<file path="src/rtl/dlx_pkg.sv">
// Shared DLX decode constants: opcode/func encodings, ALU select codes and operand classes.
package dlx_pkg;

  localparam logic [5:0] OP_RTYPE = 6'h00;
  localparam logic [5:0] OP_ADDI  = 6'h08;
  localparam logic [5:0] OP_ADDUI = 6'h09;
  localparam logic [5:0] OP_SUBI  = 6'h0A;
  localparam logic [5:0] OP_SUBUI = 6'h0B;
  localparam logic [5:0] OP_ANDI  = 6'h0C;
  localparam logic [5:0] OP_ORI   = 6'h0D;
  localparam logic [5:0] OP_XORI  = 6'h0E;
  localparam logic [5:0] OP_SLLI  = 6'h14;
  localparam logic [5:0] OP_SRLI  = 6'h16;
  localparam logic [5:0] OP_SRAI  = 6'h17;
  localparam logic [5:0] OP_SEQI  = 6'h18;
  localparam logic [5:0] OP_SNEI  = 6'h19;
  localparam logic [5:0] OP_SLTI  = 6'h1A;
  localparam logic [5:0] OP_SGTI  = 6'h1B;
  localparam logic [5:0] OP_SLEI  = 6'h1C;
  localparam logic [5:0] OP_SGEI  = 6'h1D;

  localparam logic [5:0] FN_SLL  = 6'h04;
  localparam logic [5:0] FN_SRL  = 6'h06;
  localparam logic [5:0] FN_SRA  = 6'h07;
  localparam logic [5:0] FN_ADD  = 6'h20;
  localparam logic [5:0] FN_ADDU = 6'h21;
  localparam logic [5:0] FN_SUB  = 6'h22;
  localparam logic [5:0] FN_SUBU = 6'h23;
  localparam logic [5:0] FN_AND  = 6'h24;
  localparam logic [5:0] FN_OR   = 6'h25;
  localparam logic [5:0] FN_XOR  = 6'h26;
  localparam logic [5:0] FN_SEQ  = 6'h28;
  localparam logic [5:0] FN_SNE  = 6'h29;
  localparam logic [5:0] FN_SLT  = 6'h2A;
  localparam logic [5:0] FN_SGT  = 6'h2B;
  localparam logic [5:0] FN_SLE  = 6'h2C;
  localparam logic [5:0] FN_SGE  = 6'h2D;

  typedef enum logic [5:0] {
    SEL_AND = 6'b000000,
    SEL_OR  = 6'b000001,
    SEL_XOR = 6'b000010,
    SEL_SRA = 6'b000100,
    SEL_SRL = 6'b000101,
    SEL_SLL = 6'b000110,
    SEL_ADD = 6'b100000,
    SEL_SEQ = 6'b110000,
    SEL_SNE = 6'b110001,
    SEL_SLT = 6'b110010,
    SEL_SGT = 6'b110011,
    SEL_SLE = 6'b110100,
    SEL_SGE = 6'b110110,
    SEL_SUB = 6'b111000
  } alu_sel_e;

  typedef enum logic [1:0] {
    OPND_LOGIC,
    OPND_SHIFT,
    OPND_ARITH
  } opnd_e;

  // How the second operand is formed depends only on the ALU operation.
  function automatic opnd_e opnd_class(alu_sel_e s);
    case (s)
      SEL_AND, SEL_OR, SEL_XOR:  return OPND_LOGIC;
      SEL_SRA, SEL_SRL, SEL_SLL: return OPND_SHIFT;
      default:                   return OPND_ARITH;
    endcase
  endfunction

endpackage

</file>
<file path="src/rtl/alu_ctrl_dec.sv">
// Combinational DLX decode: opcode/func to ALU select, operand formation and illegal flag.
module alu_ctrl_dec
  import dlx_pkg::*;
(
  input  logic [5:0]  opcode_i,
  input  logic [5:0]  func_i,
  input  logic [31:0] rs1_data_i,
  input  logic [31:0] rs2_data_i,
  input  logic [15:0] imm16_i,
  output logic [5:0]  sel_o,
  output logic [31:0] in1_o,
  output logic [31:0] in2_o,
  output logic        illegal_o
);

  alu_sel_e    op_e;
  logic        hit;
  logic        rtype;
  opnd_e       cls;
  logic [31:0] imm_ext;
  logic [31:0] opnd2;

  always_comb begin
    op_e  = SEL_AND;
    hit   = 1'b1;
    rtype = (opcode_i == OP_RTYPE);
    if (rtype) begin
      case (func_i)
        FN_ADD, FN_ADDU: op_e = SEL_ADD;
        FN_SUB, FN_SUBU: op_e = SEL_SUB;
        FN_AND:          op_e = SEL_AND;
        FN_OR:           op_e = SEL_OR;
        FN_XOR:          op_e = SEL_XOR;
        FN_SLL:          op_e = SEL_SLL;
        FN_SRL:          op_e = SEL_SRL;
        FN_SRA:          op_e = SEL_SRA;
        FN_SEQ:          op_e = SEL_SEQ;
        FN_SNE:          op_e = SEL_SNE;
        FN_SLT:          op_e = SEL_SLT;
        FN_SGT:          op_e = SEL_SGT;
        FN_SLE:          op_e = SEL_SLE;
        FN_SGE:          op_e = SEL_SGE;
        default:         hit  = 1'b0;
      endcase
    end else begin
      case (opcode_i)
        OP_ADDI, OP_ADDUI: op_e = SEL_ADD;
        OP_SUBI, OP_SUBUI: op_e = SEL_SUB;
        OP_ANDI:           op_e = SEL_AND;
        OP_ORI:            op_e = SEL_OR;
        OP_XORI:           op_e = SEL_XOR;
        OP_SLLI:           op_e = SEL_SLL;
        OP_SRLI:           op_e = SEL_SRL;
        OP_SRAI:           op_e = SEL_SRA;
        OP_SEQI:           op_e = SEL_SEQ;
        OP_SNEI:           op_e = SEL_SNE;
        OP_SLTI:           op_e = SEL_SLT;
        OP_SGTI:           op_e = SEL_SGT;
        OP_SLEI:           op_e = SEL_SLE;
        OP_SGEI:           op_e = SEL_SGE;
        default:           hit  = 1'b0;
      endcase
    end

    cls = opnd_class(op_e);
    case (cls)
      OPND_LOGIC: imm_ext = {16'b0, imm16_i};
      OPND_SHIFT: imm_ext = {27'b0, imm16_i[4:0]};
      default:    imm_ext = {{16{imm16_i[15]}}, imm16_i};
    endcase

    if (rtype) begin
      opnd2 = (cls == OPND_SHIFT) ? {27'b0, rs2_data_i[4:0]} : rs2_data_i;
    end else begin
      opnd2 = imm_ext;
    end

    // Unmapped encodings present a zeroed payload so the ALU sees a harmless AND of 0,0.
    sel_o     = hit ? op_e : '0;
    in1_o     = hit ? rs1_data_i : '0;
    in2_o     = hit ? opnd2 : '0;
    illegal_o = !hit;
  end

endmodule

</file>
<file path="src/rtl/id_ex_stage.sv">
// ID/EX pipeline register with valid/ready handshake and flush; decode lives in alu_ctrl_dec.
module id_ex_stage
  import dlx_pkg::*;
(
  input  logic        clk,
  input  logic        rst_n,
  input  logic        flush,
  input  logic        in_valid,
  output logic        in_ready,
  input  logic [5:0]  opcode,
  input  logic [5:0]  func,
  input  logic [31:0] rs1_data,
  input  logic [31:0] rs2_data,
  input  logic [15:0] imm16,
  output logic        out_valid,
  input  logic        out_ready,
  output logic [31:0] in1,
  output logic [31:0] in2,
  output logic        sel0,
  output logic        sel1,
  output logic        sel2,
  output logic        sel3,
  output logic        sel4,
  output logic        sel5,
  output logic        illegal
);

  logic [5:0]  dec_sel;
  logic [31:0] dec_in1;
  logic [31:0] dec_in2;
  logic        dec_illegal;

  logic        valid_q, valid_d;
  logic        illegal_q, illegal_d;
  logic [31:0] in1_q, in1_d;
  logic [31:0] in2_q, in2_d;
  logic [5:0]  sel_q, sel_d;
  logic        xfer;

  alu_ctrl_dec u_dec (
    .opcode_i   (opcode),
    .func_i     (func),
    .rs1_data_i (rs1_data),
    .rs2_data_i (rs2_data),
    .imm16_i    (imm16),
    .sel_o      (dec_sel),
    .in1_o      (dec_in1),
    .in2_o      (dec_in2),
    .illegal_o  (dec_illegal)
  );

  assign in_ready = (!valid_q || out_ready) && !flush;
  assign xfer     = in_valid && in_ready;

  always_comb begin
    valid_d   = valid_q;
    illegal_d = illegal_q;
    in1_d     = in1_q;
    in2_d     = in2_q;
    sel_d     = sel_q;
    // flush already forces in_ready low, so it can never coincide with a load.
    if (flush) begin
      valid_d   = 1'b0;
      illegal_d = 1'b0;
    end else if (xfer) begin
      valid_d   = 1'b1;
      illegal_d = dec_illegal;
      in1_d     = dec_in1;
      in2_d     = dec_in2;
      sel_d     = dec_sel;
    end else if (valid_q && out_ready) begin
      valid_d   = 1'b0;
    end
  end

  always_ff @(posedge clk or negedge rst_n) begin
    if (!rst_n) begin
      valid_q   <= 1'b0;
      illegal_q <= 1'b0;
      in1_q     <= '0;
      in2_q     <= '0;
      sel_q     <= '0;
    end else begin
      valid_q   <= valid_d;
      illegal_q <= illegal_d;
      in1_q     <= in1_d;
      in2_q     <= in2_d;
      sel_q     <= sel_d;
    end
  end

  assign out_valid = valid_q;
  assign illegal   = illegal_q;
  assign in1       = in1_q;
  assign in2       = in2_q;
  assign {sel5, sel4, sel3, sel2, sel1, sel0} = sel_q;

endmodule

</file>
<file path="config.mk">
export PLATFORM = sky130hd
export DESIGN_NAME = id_ex_stage
export DESIGN_NICKNAME = d
export VERILOG_FILES = /design/src/rtl/dlx_pkg.sv /design/src/rtl/alu_ctrl_dec.sv /design/src/rtl/id_ex_stage.sv
export SDC_FILE = /design/constraint.sdc
export NUM_CORES = 1
export LEC_CHECK = 0
export CAP_MARGIN = 20
export CORE_AREA = 4 4 97 99
export CTS_BUF_LIST = sky130_fd_sc_hd__clkbuf_4
export DETAILED_ROUTE_END_ITERATION = 8
export DIE_AREA = 0 0 101 103
export PLACE_DENSITY = 0.82
export RECOVER_POWER = 100
export SYNTH_ARGS = -nofsm -noshare
export SYNTH_HDL_FRONTEND = slang
export SYNTH_SLANG_ARGS = --single-unit
</file>
<file path="constraint.sdc">
create_clock -name clk -period 2.66 [get_ports clk]
set_input_delay 0.532 -clock clk [delete_from_list [all_inputs] [get_ports clk]]
set_output_delay 0.532 -clock clk [all_outputs]
set_load 0.05 [all_outputs]
</file>
**Word level (Yosys, flattened, before mapping)**

Index checks and enable logic that the tools add are counted.

- Flip-flop bits (word level): 72
- Output and inout port bits: 73
- Word-level logic and storage cells: 83
- Input bits: 97

- Bitwise gates (word level): 1
- Muxes and demuxes: 18
- Equal/unequal tests: 38
- Reduce and logical (&&, ||, !) cells: 21

Operators by type and width:

| kind | number |
|---|---|
| one-hot mux 6 bit (13 select lines) | 2 |
| 2-to-1 mux 32 bit | 4 |
| == test 6 bit, second input constant | 13 |
| one-hot mux 32 bit (2 select lines) | 1 |
| == test 6 x 5 -> 1 bit, second input constant | 9 |
| == test 6 x 4 -> 1 bit, second input constant | 7 |
| == test 6 x 3 -> 1 bit, second input constant | 6 |
| OR reduction 16 bit | 2 |
| zero test 6 bit | 2 |
| 2-to-1 mux 6 bit | 2 |
| 2-to-1 mux 1 bit | 8 |
| OR reduction 2 bit | 4 |
| == test 6 x 1 -> 1 bit, second input constant | 1 |
| == test 6 x 2 -> 1 bit, second input constant | 1 |
| OR reduction 3 bit | 2 |
| one-hot mux 2 bit (2 select lines) | 1 |
| logical AND 1 bit | 3 |
| zero test 1 bit | 3 |
| nonzero test 3 bit | 1 |
| == test 2 x 1 -> 1 bit, second input constant | 1 |
| zero test 2 bit | 1 |
| AND reduction 2 bit | 1 |
| nonzero test 2 bit | 1 |
| logical OR 1 bit | 1 |
| NOT 1 bit | 1 |

**Logic depth before layout (Yosys ltp)**

- Word-level depth: 11
- Depth in mapped cells: 9
- Mapped depth without buffers: 6

**Cells and area by module**

A second synthesis with hierarchy kept.

- Cells, all modules: 372
- Area total of the unflattened synthesis: 3,875.0 µm²

By module, submodules not included:

| module | times used | cells an instance | area an instance (µm²) | seq. area each (µm²) |
|---|---|---|---|---|
| id_ex_stage | 1 | 158 | 2,722.6 | 1,801.7 |
| alu_ctrl_dec | 1 | 214 | 1,152.4 | 0.0 |

**Worst setup path before layout**

No wires, ideal clock.

- Kind: reg-to-reg
- From: register valid_q (netlist: out_valid)
- To: register in2_q[21] (netlist: in2[21])
- Arrival: 2,361 ps
- Data required time: 2,593 ps
- Stages on the path, launching flop included: 8
- Library setup time: 67 ps
- Period minus slack after synthesis: 2,428 ps
- Buffers on the path: 2
- Slack: 232 ps
- Cells stage by stage: dfrtp_1 nor2b_4 or3b_1 buf_2 a311o_4 nor4_4 buf_6 a221o_1

- Cells in the longest elaborated chain, start to end: 5

Ends and longest elaborated chain:

| what | line | source |
|---|---|---|
| start: declaration | id_ex_stage.sv:33 | `logic valid_q, valid_d;` |
| start signal: assignment | id_ex_stage.sv:84 | `valid_q <= valid_d;` |
| zero test 1 bit | id_ex_stage.sv:52 | `assign in_ready = (!valid_q \|\| out_ready) && !flush;` |
| logical OR 1 bit | id_ex_stage.sv:52 |  |
| logical AND 1 bit | id_ex_stage.sv:52 |  |
| logical AND 1 bit | id_ex_stage.sv:53 | `assign xfer = in_valid && in_ready;` |
| AND reduction 2 bit (no line) | - |  |
| end signal: assignment | id_ex_stage.sv:87 | `in2_q <= in2_d;` |
| end: declaration | id_ex_stage.sv:36 | `logic [31:0] in2_q, in2_d;` |

Every way passes these cells.
A chain may end at the register's enable or synchronous reset.

**Worst setup path in the final report**

- From: input port out_ready
- To: register in2_q[15] (netlist: in2[15])

- Cells in the longest elaborated chain, start to end: 4

Ends and longest elaborated chain:

| what | line | source |
|---|---|---|
| start: declaration | id_ex_stage.sv:16 | `input logic out_ready,` |
| logical OR 1 bit | id_ex_stage.sv:52 |  |
| logical AND 1 bit | id_ex_stage.sv:52 |  |
| logical AND 1 bit | id_ex_stage.sv:53 |  |
| AND reduction 2 bit (no line) | - |  |

Every way passes these cells.

==> out/metrics.cfg <==
[timing]
tns_ps=0
timing.hold.ws_ps=480.5
slew-limit-headroom_pct=-19.46
grt_setup_unrepaired=false
hold_viol_final=0
fmax_ghz=0.3948
setup_viol=0
post-route-min-period_ps=2533
worstMarginPinSlew_ps=1792
finClkSkew_ps=18.64
drv_slew=73
min_period_over_period_pct=95.23

[routing]
drc_errors=0
viasPerCell=5.240
final_antenna_net_count=0
drt_iter0_markers=89
vias=3139
drt_first_pass_iters=5
wl_um=10370
wl_per_cell_um=17.32

[final_layout]
n_antenna_cell=0
area_growth_syn_to_layout_pct=64.79
layout_common_cells=clkdlybuf4s50_1 (95), dfrtp_1 (72), dlygate4sd3_1 (72)
nets=583
final_cells=599
layout_commonest_cell=clkdlybuf4s50_1
layout-drive-gt1-share_pct=12.63

[logic_synthesis]
yosys_warnings=0
synth-async-reset-ratio_pct=100.0
yosysSeqAreaShare_pct=54.34
synth_top_family_by_area=compound AO/OA/AOI/OAI gates
muxShareOfSynthArea_pct=4.830
syn_nets=389
netlist_instances=292
synth_xor_area_share_pct=0.5283
synth_seq_cells=72
syn_area_sq_um=3316
yosys.area_share.simple_pct=12.49
yosysUniqueCellTypes=45
synth_area_per_cell_sq_um=11.36
synth_adder_area_share_pct=0
synth_ff_type=dfrtp_1
synth-edff-count=0
synth_compound_area_share_pct=23.51

[critical_path]
start_kind=primary input
r2r_slack_ps=310
cp-end-kind=flop
cp.arrival_ps=2830
critPathLaunch=out_ready
worst_ep_required_time_ps=2960
crit-reg2reg-launch=out_valid
criticalPathCategory=in -> reg
rr_endpoint=in2[15]
worstPathMaxFanout=11
reg2reg_depth=8

[floorplan]
die_area_sq_um=10400
ios=170
die_y_um=103
rows=34
initial_core_util_pct=38.78
die_w_um=101
coreArea_sq_um=8551

[grt]
overflow=0
grt_max_degree=73
grt_pass1_wl_um=15680
track_usage_pct=19.08
antenna_found_initial=0
grt_pass1_vias=3157

[clock_tree]
postCtsSetupBuffers=0
clock-root-buffer=clkbuf_4
cts_tree=yes
htree_levels=3
clk_transition_reported_paths_ps=110
cts_buffers=9
cts_sinks=72
ctsResizeCount=0
hold_buffers=0
clock_path_buffers=2
clk-insertion-delay-late_ps=390

[hold_path]
hold_class=reg -> reg
hold_end=in2[3]
hold_start=in2[3]
whs_path_depth=2

[run_status]
status=finished with violations
violations=max-capacitance violations, max-slew violations

[job]
cap_violations=1

[power_and_ir_drop]
ir_drop_v=0.0002192
p_leak_nw=2.626
p_per_area_nw_per_um2=495.9

[placement]
gp_congestion=0.8594
dpl.hpwl_um=7968
portBuffers=169
dp.cells=582

[sequential cells by signal, summed over array words and instances, names as in the netlist]
register and flops:
out_valid 1, illegal 1, sel_q 6, in2 32
in1 32
[power by group]
group          internal [mW]  switching (mW)  total [mW]
Combinational          0.327           0.476       0.804
Sequential              1.17          0.0388        1.21
Clock                  0.302           0.394       0.697
Total                   1.80           0.910        2.71
[cell usage after synthesis, types with 6 or more instances]
library cell / count / share of area [%]
nand2b_1: 8 / 1.5
mux2i_1: 16 / 4.8
a21oi_1: 9 / 1.4
dfrtp_1: 72 / 54
a22o_1: 33 / 8.7
clkbuf_1: 10 / 1.1
buf_2: 12 / 1.8
a221o_1: 16 / 4.8
nand2_1: 31 / 3.5
inv_1: 6 / 0.68
o21ai_0: 26 / 3.9
nor2_1: 11 / 1.2
[through the flow]
step / cell area [sq um] / utilization, % / setup WS [ps] / power (mW)
3_5_place_dp: 5324 / 62.26 / -423.1 / 2.073
5_1_grt: 5464 / 63.90 / 63.46 / 2.842
4_1_cts: 5466 / 63.93 / 11.27 / 2.784
3_3_place_gp: 5324 / 62.26 / -354.2 / 2.057
6_report: 5464 / 63.90 / 126.9 / 2.710
2_1_floorplan: 3316 / - / 231.7 / 1.664
[layout make-up]
class                           instances  area [sq um]
Sequential cell                        72          1802
Clock inverter                          6         67.56
Timing Repair Buffer                  207          1993
Tap cell                              108         135.1
Inverter                                6         22.52
Fill cell                             697          3087
Multi-Input combinational cell        190          1369
Clock buffer                           10         75.07
[layer usage]
layer,GRT usage (%),vias up,share of wire [%]
li1,-,1484,-
met1,21.82,1525,38
met2,35.14,117,53
met3,4.736,13,7.5
met4,5.828,0,1.3
met5,0,-,0
[critical path: stages]
cell and delay [ps]:
clkdlybuf4s50_1 500, nor2b_4 50, or3b_2 480, a311o_4 410
clkbuf_1 150, a21oi_2 160, o21ai_0 120, clkbuf_2 210
o21ai_0 220
[worst max-delay path by stage]
stage	endpoint	depth (start not counted)	slack [ps]
after floorplan	in2[21]	7	230
after global placement	in2[21]	6	-350
after detailed placement	in2[19]	6	-420
after CTS	in2[30]	6	10
after global routing	in2[30]	10	60
final	in2[15]	9	130
[kinds of logic after synthesis]
| kind of cell | count (synthesis) |
|---|---|
| xor+xnor | 2 |
| mux | 16 |
| compound gates | 100 |
| simple gates | 72 |
| buf+inv | 30 |
| flops | 72 |
Power figures use the tool's default switching activity.
